**src/rtl/drip_display_pkg.sv**
```systemverilog
// Shared types and constants for the drip counter display scanner:
// scan FSM states and active-high 7-segment patterns ({g,f,e,d,c,b,a}).
package drip_display_pkg;

  typedef enum logic [1:0] {
    S_LATCH,
    S_SHOW,
    S_GUARD
  } state_e;

  localparam logic [6:0] SEG_DASH  = 7'h40;
  localparam logic [6:0] SEG_BLANK = 7'h00;

  // Entry n holds the pattern for decimal digit n.
  localparam logic [9:0][6:0] SEG_DIGITS = {
    7'h6F, 7'h7F, 7'h07, 7'h7D, 7'h6D,
    7'h66, 7'h4F, 7'h5B, 7'h06, 7'h3F
  };

  function automatic logic [2:0] digit_onehot(input logic [1:0] idx);
    return 3'b001 << idx;
  endfunction

endpackage

```
**src/rtl/drip_bcd_to_seg.sv**
```systemverilog
// Combinational BCD to 7-segment decoder; codes 10-15 show a dash and
// blank_i forces all segments off.
module drip_bcd_to_seg
  import drip_display_pkg::*;
(
  input  logic [3:0] bcd_i,
  input  logic       blank_i,
  output logic [6:0] seg_o
);

  // NOTE: a default assignment first means every path drives seg_o, so no latch is inferred.
  always_comb begin
    seg_o = SEG_DASH;
    if (blank_i) begin
      seg_o = SEG_BLANK;
    end else if (bcd_i <= 4'd9) begin
      seg_o = SEG_DIGITS[bcd_i];
    end
  end

endmodule

```
**src/rtl/drip_display_scanner.sv**
```systemverilog
// Time-multiplexed 3-digit 7-segment scanner with per-frame snapshot.
// Optional leading-zero blanking: define DRIP_LEADING_ZERO_BLANK_EN.
module drip_display_scanner
  import drip_display_pkg::*;
#(
  parameter int SCAN_DIV   = 4,
  parameter int GUARD      = 1,
  parameter int NUM_DIGITS = 3
) (
  input  logic       clk,
  input  logic       reset,
  input  logic [3:0] digit0,
  input  logic [3:0] digit1,
  input  logic [3:0] digit2,
  output logic [6:0] seg,
  output logic [2:0] dig_en,
  output logic       frame_start
);

  localparam int PHASE_MAX = (SCAN_DIV > GUARD) ? SCAN_DIV : GUARD;
  localparam int PW        = $clog2(PHASE_MAX + 1);

  localparam logic [PW-1:0] SHOW_LAST  = PW'(SCAN_DIV - 1);
  localparam logic [PW-1:0] GUARD_LAST = (GUARD > 0) ? PW'(GUARD - 1) : '0;
  localparam logic [1:0]    IDX_LAST   = 2'(NUM_DIGITS - 1);

  state_e           state_q, state_d;
  logic [1:0]       idx_q, idx_d;
  logic [PW-1:0]    phase_q, phase_d;
  logic [2:0][3:0]  snap_q, snap_d;
  logic [6:0]       seg_q, seg_d;
  logic [2:0]       dig_en_q, dig_en_d;
  logic             frame_start_q, frame_start_d;

  logic             advance;
  logic [3:0]       cur_digit;
  logic             blank;
  logic [6:0]       dec_seg;

  always_comb begin
    case (idx_q)
      2'd1:    cur_digit = snap_q[1];
      2'd2:    cur_digit = snap_q[2];
      default: cur_digit = snap_q[0];
    endcase
  end

`ifdef DRIP_LEADING_ZERO_BLANK_EN
  // Leading zeros are judged from the frozen snapshot; the units digit always shows.
  assign blank = ((idx_q == 2'd2) && (snap_q[2] == 4'd0)) ||
                 ((idx_q == 2'd1) && (snap_q[2] == 4'd0) && (snap_q[1] == 4'd0));
`else
  assign blank = 1'b0;
`endif

  drip_bcd_to_seg u_dec (
    .bcd_i   (cur_digit),
    .blank_i (blank),
    .seg_o   (dec_seg)
  );

  always_comb begin
    state_d       = state_q;
    idx_d         = idx_q;
    phase_d       = phase_q;
    snap_d        = snap_q;
    seg_d         = SEG_BLANK;
    dig_en_d      = 3'b000;
    frame_start_d = 1'b0;
    advance       = 1'b0;

    case (state_q)
      S_LATCH: begin
        snap_d        = {digit2, digit1, digit0};
        idx_d         = 2'd0;
        phase_d       = '0;
        frame_start_d = 1'b1;
        state_d       = S_SHOW;
      end
      S_SHOW: begin
        dig_en_d = digit_onehot(idx_q);
        seg_d    = dec_seg;
        if (phase_q == SHOW_LAST) begin
          phase_d = '0;
          if (GUARD > 0) state_d = S_GUARD;
          else           advance = 1'b1;
        end else begin
          phase_d = phase_q + PW'(1);
        end
      end
      S_GUARD: begin
        if (phase_q == GUARD_LAST) begin
          phase_d = '0;
          advance = 1'b1;
        end else begin
          phase_d = phase_q + PW'(1);
        end
      end
      default: state_d = S_LATCH;
    endcase

    if (advance) begin
      if (idx_q == IDX_LAST) begin
        state_d = S_LATCH;
      end else begin
        idx_d   = idx_q + 2'd1;
        state_d = S_SHOW;
      end
    end
  end

  // NOTE: sequential state uses non-blocking assignments so every register samples pre-edge values.
  // NOTE: the snapshot is only three nibbles, so it is reset like any other register.
  always_ff @(posedge clk or posedge reset) begin
    if (reset) begin
      state_q       <= S_LATCH;
      idx_q         <= 2'd0;
      phase_q       <= '0;
      snap_q        <= '0;
      seg_q         <= SEG_BLANK;
      dig_en_q      <= 3'b000;
      frame_start_q <= 1'b0;
    end else begin
      state_q       <= state_d;
      idx_q         <= idx_d;
      phase_q       <= phase_d;
      snap_q        <= snap_d;
      seg_q         <= seg_d;
      dig_en_q      <= dig_en_d;
      frame_start_q <= frame_start_d;
    end
  end

  assign seg         = seg_q;
  assign dig_en      = dig_en_q;
  assign frame_start = frame_start_q;

endmodule

```
**config.mk**
```make
export PLATFORM = sky130hd
export DESIGN_NAME = drip_display_scanner
export DESIGN_NICKNAME = d
export VERILOG_FILES = /design/src/rtl/drip_display_pkg.sv /design/src/rtl/drip_bcd_to_seg.sv /design/src/rtl/drip_display_scanner.sv
export SDC_FILE = /design/constraint.sdc
export NUM_CORES = 1
export LEC_CHECK = 0
export ABC_CLOCK_PERIOD_IN_PS = 2550
export BUFFER_PORTS_ARGS = -buffer_cell sky130_fd_sc_hd__buf_2
export CAP_MARGIN = 0
export CORE_MARGIN = 8
export CORE_UTILIZATION = 50
export CTS_CLUSTER_DIAMETER = 200
export DETAILED_ROUTE_END_ITERATION = 7
export GPL_ROUTABILITY_DRIVEN = 0
export PLACE_DENSITY_LB_ADDON = 0.08
export SLEW_MARGIN = 10
export SYNTH_ARGS = -nofsm -noshare
export SYNTH_HDL_FRONTEND = slang
export SYNTH_SLANG_ARGS = --single-unit
```
**constraint.sdc**
```tcl
create_clock -name clk -period 2.55 [get_ports clk]
set_input_delay 0.765 -clock clk [delete_from_list [all_inputs] [get_ports clk]]
set_output_delay 0.765 -clock clk [all_outputs]
set_load 0.1 [all_outputs]
```
==> results of run 1 <==
[registers in the layout, indices dropped and copies added (netlist names)]
| name | flops |
|---|---|
| dig_en | 3 |
| state_q | 2 |
| idx_q | 2 |
| snap_q | 12 |
| phase_q | 3 |
| seg | 7 |
| frame_start | 1 |
[layout by cell type, fill, tap and decap left out, drive strengths merged, types with 5 or more instances in the layout]
cell	netlist	layout
dfrtp	30	30
buf	3	27
ha	18	18
mux2	15	15
inv	14	14
a21oi	8	8
nor2	6	6
o21ai	6	6
clkbuf	0	6
nand2	5	5
[area by class of cell]
| class | instances | area (um^2) |
|---|---|---|
| Timing Repair Buffer | 27 | 143 |
| Sequential cell | 30 | 751 |
| Tap cell | 44 | 55.1 |
| Clock buffer | 6 | 51.3 |
| Inverter | 14 | 52.6 |
| Multi-Input combinational cell | 87 | 788 |
| Fill cell | 282 | 1210 |
[logic make-up after synthesis]
logic type	after synthesis	share of synthesized area [%]
fa+ha+maj	18	14.0
mux	18	13.3
buf+inv	17	4.58
simple gates	20	6.36
compound gates	31	15.2
flops	30	46.5
[layer usage]
metal  global-route usage (%)  share of wire, %  vias to the layer above
li1                         -                 -                      515
met1                     12.8                43                      515
met2                     22.5                52                       17
met3                     3.57               3.4                        7
met4                     7.78               2.1                        0
met5                        0                 0                        -
[final timing paths]
path                                to  cells past startpoint       from  slack (ns)
max reg2reg                     seg[4]                     10   idx_q[1]        0.19
max in group asynchronous  frame_start                      3      reset        1.76
min reg2reg                  snap_q[8]                      1  snap_q[8]        0.52
min                         phase_q[0]                      3      reset        0.51
max                             seg[4]                     10   idx_q[1]        0.19
min in group clk             snap_q[8]                      1  snap_q[8]        0.52
[metrics by stage]
stage,hold WS (ns),total power [mW],worst slack [ns],std cells,utilization (%)
after CTS,0.519,0.847,0.172,208,60.3
after floorplan,0.475,0.548,0.385,134,-
after detailed placement,0.502,0.573,0.197,202,58.6
final,0.514,0.830,0.195,208,60.3
after global placement,0.500,0.569,0.322,202,58.6
after global routing,0.548,0.870,0.0522,208,60.3
[tightest hold or removal path, delay by kind of cell]
family	cells	cell delay [ns]
buf+inv	3	0.48
[power breakdown]
part	leakage [nW]	internal, mW	switching, mW	total, mW
registers	0.385	0.486	0.00733	0.493
clock network	0.0302	0.124	0.145	0.269
logic	0.521	0.0332	0.0350	0.0682
==> impl_metrics.yaml, run 1 <==
worst_hold_path:
  hold_path_class: "input pin to asynchronous set/reset pin"
worst_setup_path:
  start_kind: "flip-flop"
  required_ns: 2.75
  cp_num_buf_inv: 2
  crit_family: "compound AO/OA/AOI/OAI gates"
  critPathSlowestCell: "dfrtp_1"
  path_class: "flip-flop to flip-flop"
  crit_chain: "inv_1 > ha_1 > a22o_2 > mux2i_4 > inv_1 > ha_1 > o21a_1 > a22o_1 > o21ai_4 > a211oi_1"
  critical_path_arrival_ns: 2.56
  cpPeakStageDelay_ns: 0.36
  end_kind: "flip-flop"
  worstPathMaxFanout: 6
cts:
  clock_latency_ns: 0.32
  clkTransAtPathRegs_ns: 0.09
  ctsRootBufferMaster: "clkbuf_4"
  cts_resized: 0
  postCtsSetupRepairBufs: 0
  cts_buffer_depth: 2
  htree_levels: 2
  holdBufCountCts: 0
  cts_sinks: 30
  cts_tree: "yes"
  cts_made_buffers: 5
global_route:
  grt-ovfl-total: 0
  first_global_vias: 1223
  grt_pass1_wl_mm: 5.22
  grt_max_degree: 31
  grt_use_total_pct: 12.7
  antenna_found_initial: 0
timing:
  final-setup-viol-count: 0
  worst_slew_pin_slew_ns: 0.700
  slew_viol_final: 0
  setup_tns_ns: 0
  hold_violations: 0
  skew_ns: 0.00549
  fin_crit_sh_pct: 92.4
  rsz0062_at_grt: "false"
  max_freq_mhz: 425
  period_needed_ns: 2.36
  maxSlewHeadroom_pct: 53.3
logic_synthesis:
  ys_async_sr_fraction_pct: 100
  synth_cell_types: 35
  synth_area_um2: 1610
  ys_ff_latch: 30
  syn_nets: 166
  avgSynthCellArea_um2: 12.0
  synth.most_common_cell: "dfrtp_1"
  synthTopCellsByArea: "dfrtp_1 (47%), ha_1 (14%), mux2_2 (9.8%)"
  synth_common_cells: "dfrtp_1 (30), ha_1 (18), inv_1 (14), mux2_2 (14), a21oi_1 (6)"
  synth_warnings: 0
  synth_top_cell_by_area: "dfrtp_1"
  synth-main-ff-cell: "dfrtp_1"
  seq_area_frac_synth_pct: 46.5
  yosysTopAreaCellShare_pct: 46.5
  synth_edf_count: 0
  syn_inst: 134
floorplanning:
  die_h_um: 72.8
  die_area_um2: 5300
  rows: 20
  die_w_um: 72.8
  initial_core_util_pct: 52.8
  core_area_um2: 3050
  io_pins: 25
drt:
  drc: 0
  routedWlPerCell_um: 13.8
  drtIter0Drc: 30
  drt-total-wl_mm: 2.88
  antenna_left: 0
  vias_per_cell: 5.07
  dr.pass1.iters: 4
  via_count: 1054
place:
  port_buffers: 24
  postPlaceCellArea_um2: 1790
  dp_hpwl_mm: 2.26
cells_and_area:
  diodes: 0
  fin_area_um2: 1840
  drive_above_1_share_pct: 36.6
  area_growth_pct: 14.1
  nets: 197
outcome:
  run_status: "complete, no violations"
run:
  maxCapViolCount: 0
power:
  power.density_nw_per_um2: 451
  vdd_drop_max_uv: 331
  power_leakage_nw: 0.936
Note: power is estimated with default switching activity, not from simulation.
==> inputs of run 2 (changes only) <==
Settings changed: CORE_MARGIN 8 to 2, PLACE_DENSITY from default to 0.72, PLACE_DENSITY_LB_ADDON 0.08 to default.
==> run 2 against run 1 <==
Count of clock-buffer cells in the layout fell by 1. Sequential power barely moved. Setup slack got worse by 0.045 ns. Core utilization up 2.0 points. Clock power rose by 34%. Cell area is 3.4% higher. Non-clock buffer count rose by 2. Via count rose by 1.0%. Combinational power increased by 2%. Clock skew increased by 0.0027 ns. First-iteration DRC count fell by 6.7%.
==> impl_metrics.yaml, run 2 (same netlist as run 1, synthesis figures left out) <==
power:
  vdd_drop_max_uv: 294
  p_total_mw: 0.924
  power.density_nw_per_um2: 485
  power_leakage_nw: 0.963
global_route:
  first_global_vias: 1051
  antenna_found_initial: 0
  grt_max_degree: 31
  grt_use_total_pct: 17.0
  grt-ovfl-total: 0
  grt_pass1_wl_mm: 4.51
drt:
  dr_wl_met2_mm: 1.37
  top_layer: "met4"
  vias_per_cell: 5.02
  wl_met1_mm: 1.19
  drc: 0
  dr.pass1.iters: 4
  via_count: 1065
  drt-total-wl_mm: 2.79
  met3_length_um: 186
  routedWlPerCell_um: 13.1
  drtIter0Drc: 28
  antenna_left: 0
timing:
  hold_violations: 0
  period_needed_ns: 2.40
  final-setup-viol-count: 0
  maxSlewHeadroom_pct: 55.6
  fin_crit_sh_pct: 94.1
  skew_ns: 0.00814
  slew_viol_final: 0
  timing.hold.ws_ns: 0.496
  worst_slew_pin_slew_ns: 0.666
  max_freq_mhz: 417
cells_and_area:
  diodes: 0
  drive_above_1_share_pct: 40.5
  final_cell_mix: "dfrtp_1 (30), buf_2 (24), ha_1 (15)"
  largest_reg_flops: 12
  nets: 199
  regMostFlops: "snap_q"
  final_common_cell: "dfrtp_1"
  fin_area_um2: 1900
  postLayoutCoreUtil_pct: 62.3
  area_growth_pct: 18.0
  final_cell_count_no_fill: 212
cts:
  htree_levels: 2
  holdBufCountCts: 0
  cts_sinks: 30
  clock_latency_ns: 0.33
  cts_tree: "yes"
  cts_buffer_depth: 2
  cts_made_buffers: 5
  ctsRootBufferMaster: "clkbuf_4"
  clkTransAtPathRegs_ns: 0.09
floorplanning:
  io_pins: 25
  die_w_um: 60.8
  die_h_um: 60.8
  core_area_um2: 3050
  die_area_um2: 3700
  initial_core_util_pct: 52.8
  rows: 20
run:
  maxCapViolCount: 0
worst_setup_path:
  end_kind: "flip-flop"
  r2r_start: "idx_q[0]"
  start_kind: "flip-flop"
  crit_start: "idx_q[0]"
  path_class: "flip-flop to flip-flop"
  critical_path_arrival_ns: 2.60
  worstPathMaxFanout: 6
  required_ns: 2.75
place:
  dp.cells: 202
  dp_hpwl_mm: 2.07
  postPlaceCellArea_um2: 1790
  port_buffers: 24
worst_hold_path:
  hold_path_class: "input pin to asynchronous set/reset pin"
outcome:
  run_status: "complete, no violations"
## run 2: cell types whose count changed in the layout (fill, tap and decap cells not counted), sizes merged
cell,previous run,this run
buf,27,29
clkbuf,6,5
bufinv,0,1
clkinv,0,2
## run 2: repair_timing
action                                  CTS  global route
endpoints found under the hold margin     0             0
buffers inserted                          0             2
gates resized for setup                   0             5
endpoints found under the setup margin    0             6
## run 2: power by group
part	internal [mW]	switching [mW]	leakage [nW]
clock	0.203	0.158	0.0450
combinational	0.0349	0.0351	0.533
sequential	0.486	0.00706	0.385
## run 2: routing by layer
metal,vias up,global-route usage [%]
li1,520,-
met1,507,20.7
met2,33,27.3
met3,5,4.90
met4,0,9.01
met5,-,0
## run 2: critical path, stage by stage (launching register included)
cell and delay [ns]:
dfrtp_1 0.41, inv_1 0.19, ha_2 0.31, a22o_2 0.19, mux2i_4 0.07, buf_4 0.14
ha_1 0.23, o21a_1 0.20, a22o_1 0.23, o21ai_4 0.22, a211oi_1 0.09
## run 2: area by class of cell
class                   count  area (um^2)
fillers                   270         1150
flip-flops and latches     30          751
clock buffers               5         37.5
repair buffers             29          158
multi-input cells          87          810
clock inverters             3         40.0
inverters                  14         52.6
well taps                  44         55.1
## run 2: final timing paths
| path | end | slack (ns) | cells past startpoint |
|---|---|---|---|
| max | seg[4] | 0.15 | 10 |
| min | snap_q[2] | 0.50 | 3 |
| max reg2reg | seg[4] | 0.15 | 10 |
| min reg2reg | snap_q[4] | 0.52 | 1 |
| max in group asynchronous | phase_q[2] | 1.79 | 3 |
| min in group clk | snap_q[4] | 0.52 | 1 |
## run 2: stage by stage
step | worst slack, ns | TNS, ns
final | 0.149 | 0
after global routing | -0.00759 | -0.00759
after CTS | 0.0341 | 0
after detailed placement | 0.0714 | 0
after global placement | 0.261 | 0
after floorplan | 0.385 | 0
==> inputs of run 3 (changes only) <==
Settings changed: GPL_TIMING_DRIVEN from default to 0, MAX_ROUTING_LAYER from default to met4.
==> run 3 against run 2 <==
Non-clock buffer count shrank 1. Count of clock-buffer cells in the layout up 2. Clock power down 20%. Register-to-register slack improved by 0.03 ns. Maximum frequency increased by 1.1%. Cell count shrank 0.47%. Largest cell class unchanged.
==> impl_metrics.yaml, run 3 (same netlist as run 1, synthesis figures left out) <==
cells_and_area:
  postLayoutCoreUtil_pct: 61.2
  area_growth_pct: 15.8
  fillCellCount: 263
  multiInputGateArea_um2: 801
  drive_above_1_share_pct: 37.7
  seqCellArea_um2: 751
  regMostFlops: "snap_q"
  final_cell_mix: "dfrtp_1 (30), buf_2 (26), ha_1 (18)"
  final_common_cell: "dfrtp_1"
  nets: 198
  largest_reg_flops: 12
  diodes: 0
cts:
  htree_levels: 2
  ctsRootBufferMaster: "clkbuf_4"
  cts_buffer_depth: 2
  cts_sinks: 30
  clkTransAtPathRegs_ns: 0.09
  clock_latency_ns: 0.33
  holdBufCountCts: 0
  cts_tree: "yes"
  cts_made_buffers: 5
worst_setup_path:
  end_kind: "flip-flop"
  r2r_start: "idx_q[0]"
  regToRegSetupSlack_ns: 0.18
  required_ns: 2.76
  worstPathMaxFanout: 10
  r2r_end: "seg[3]"
  start_kind: "flip-flop"
  r2r_cells: 10
  critical_path_arrival_ns: 2.58
  path_class: "flip-flop to flip-flop"
drt:
  antenna_left: 0
  via_count: 1053
  drt-total-wl_mm: 2.58
  routedWlPerCell_um: 12.2
  vias_per_cell: 4.99
  drtIter0Drc: 40
  drc: 0
  dr.pass1.iters: 4
worst_hold_path:
  hold_depth: 1
  holdPathEnd: "snap_q[4]"
  hold_path_class: "flip-flop to flip-flop"
  min_from: "snap_q[4]"
global_route:
  grt_use_total_pct: 18.3
  grt-ovfl-total: 0
  first_global_vias: 1071
  grt_pass1_wl_mm: 4.63
  grt_max_degree: 31
  antenna_found_initial: 0
floorplanning:
  rows: 20
  die_area_um2: 3700
  core_area_um2: 3050
  io_pins: 25
  die_w_um: 60.8
  die_h_um: 60.8
  initial_core_util_pct: 52.8
timing:
  max_freq_mhz: 421
  fin_crit_sh_pct: 93.1
  rsz0062_at_grt: "false"
  maxSlewHeadroom_pct: 32.2
  setup_tns_ns: 0
  final-setup-viol-count: 0
  fin_ws_ns: 0.176
  worst_slew_pin_slew_ns: 1.01
  slew_viol_final: 0
  timing.hold.ws_ns: 0.520
  skew_ns: 0.00787
  hold_violations: 0
  period_needed_ns: 2.37
power:
  vdd_drop_max_uv: 351
  power_leakage_nw: 0.947
  power.density_nw_per_um2: 454
place:
  dp_hpwl_mm: 2.01
  preCtsSetupSlack_ns: 0.0529
  port_buffers: 24
run:
  maxCapViolCount: 0
outcome:
  run_status: "complete, no violations"
run 3: routing by layer:
layer  up-vias  wire length, um  track usage, %
met4         0               66            11.2
met5         -                0               -
li1        519                -               -
met2        29             1220            28.6
met3         8              139            4.48
met1       497             1160            21.1
run 3: repair_timing:
item	4_1_cts	5_1_grt
endpoints found under the hold margin	0	0
gates resized for setup	0	2
setup buffers	0	1
endpoints found under the setup margin	0	6
run 3: worst max-delay path, cell delays in order (launching register included):
cell     delay, ns
dfrtp_1       0.39
inv_1         0.14
ha_1          0.28
buf_6         0.17
mux2i_4       0.20
buf_4         0.15
ha_1          0.22
o21a_1        0.20
a22o_1        0.23
o21ai_4       0.20
a31oi_1       0.07
run 3: worst max path at each step:
stage / cells past startpoint / from / to
floorplan: 10 / idx_q[0] / seg[4]
global placement: 9 / idx_q[1] / seg[4]
detailed placement: 9 / idx_q[1] / seg[4]
CTS: 9 / idx_q[1] / seg[4]
global route: 10 / idx_q[1] / seg[2]
finish: 10 / idx_q[0] / seg[3]
run 3: metrics by stage:
stage	cell area, um^2	std cells	total power [mW]
finish	1870	211	0.848
floorplan	1610	134	0.548
global route	1870	211	0.893
global placement	1790	202	0.565
detailed placement	1790	202	0.568
CTS	1850	210	0.856
run 3: final cells by class:
cell class,count,area share [%]
buffer,3,1.14
clock inverter,1,0.268
tap,44,2.95
timing repair buffer,25,6.83
multi-input combinational,87,42.9
sequential,30,40.2
inverter,14,2.81
clock buffer,7,2.95
run 3: where the power goes:
part           internal, mW  switching (mW)  total, mW
Combinational        0.0326          0.0341     0.0667
Clock                 0.133           0.155      0.288
Sequential            0.486         0.00725      0.493
Total                 0.652           0.196      0.848
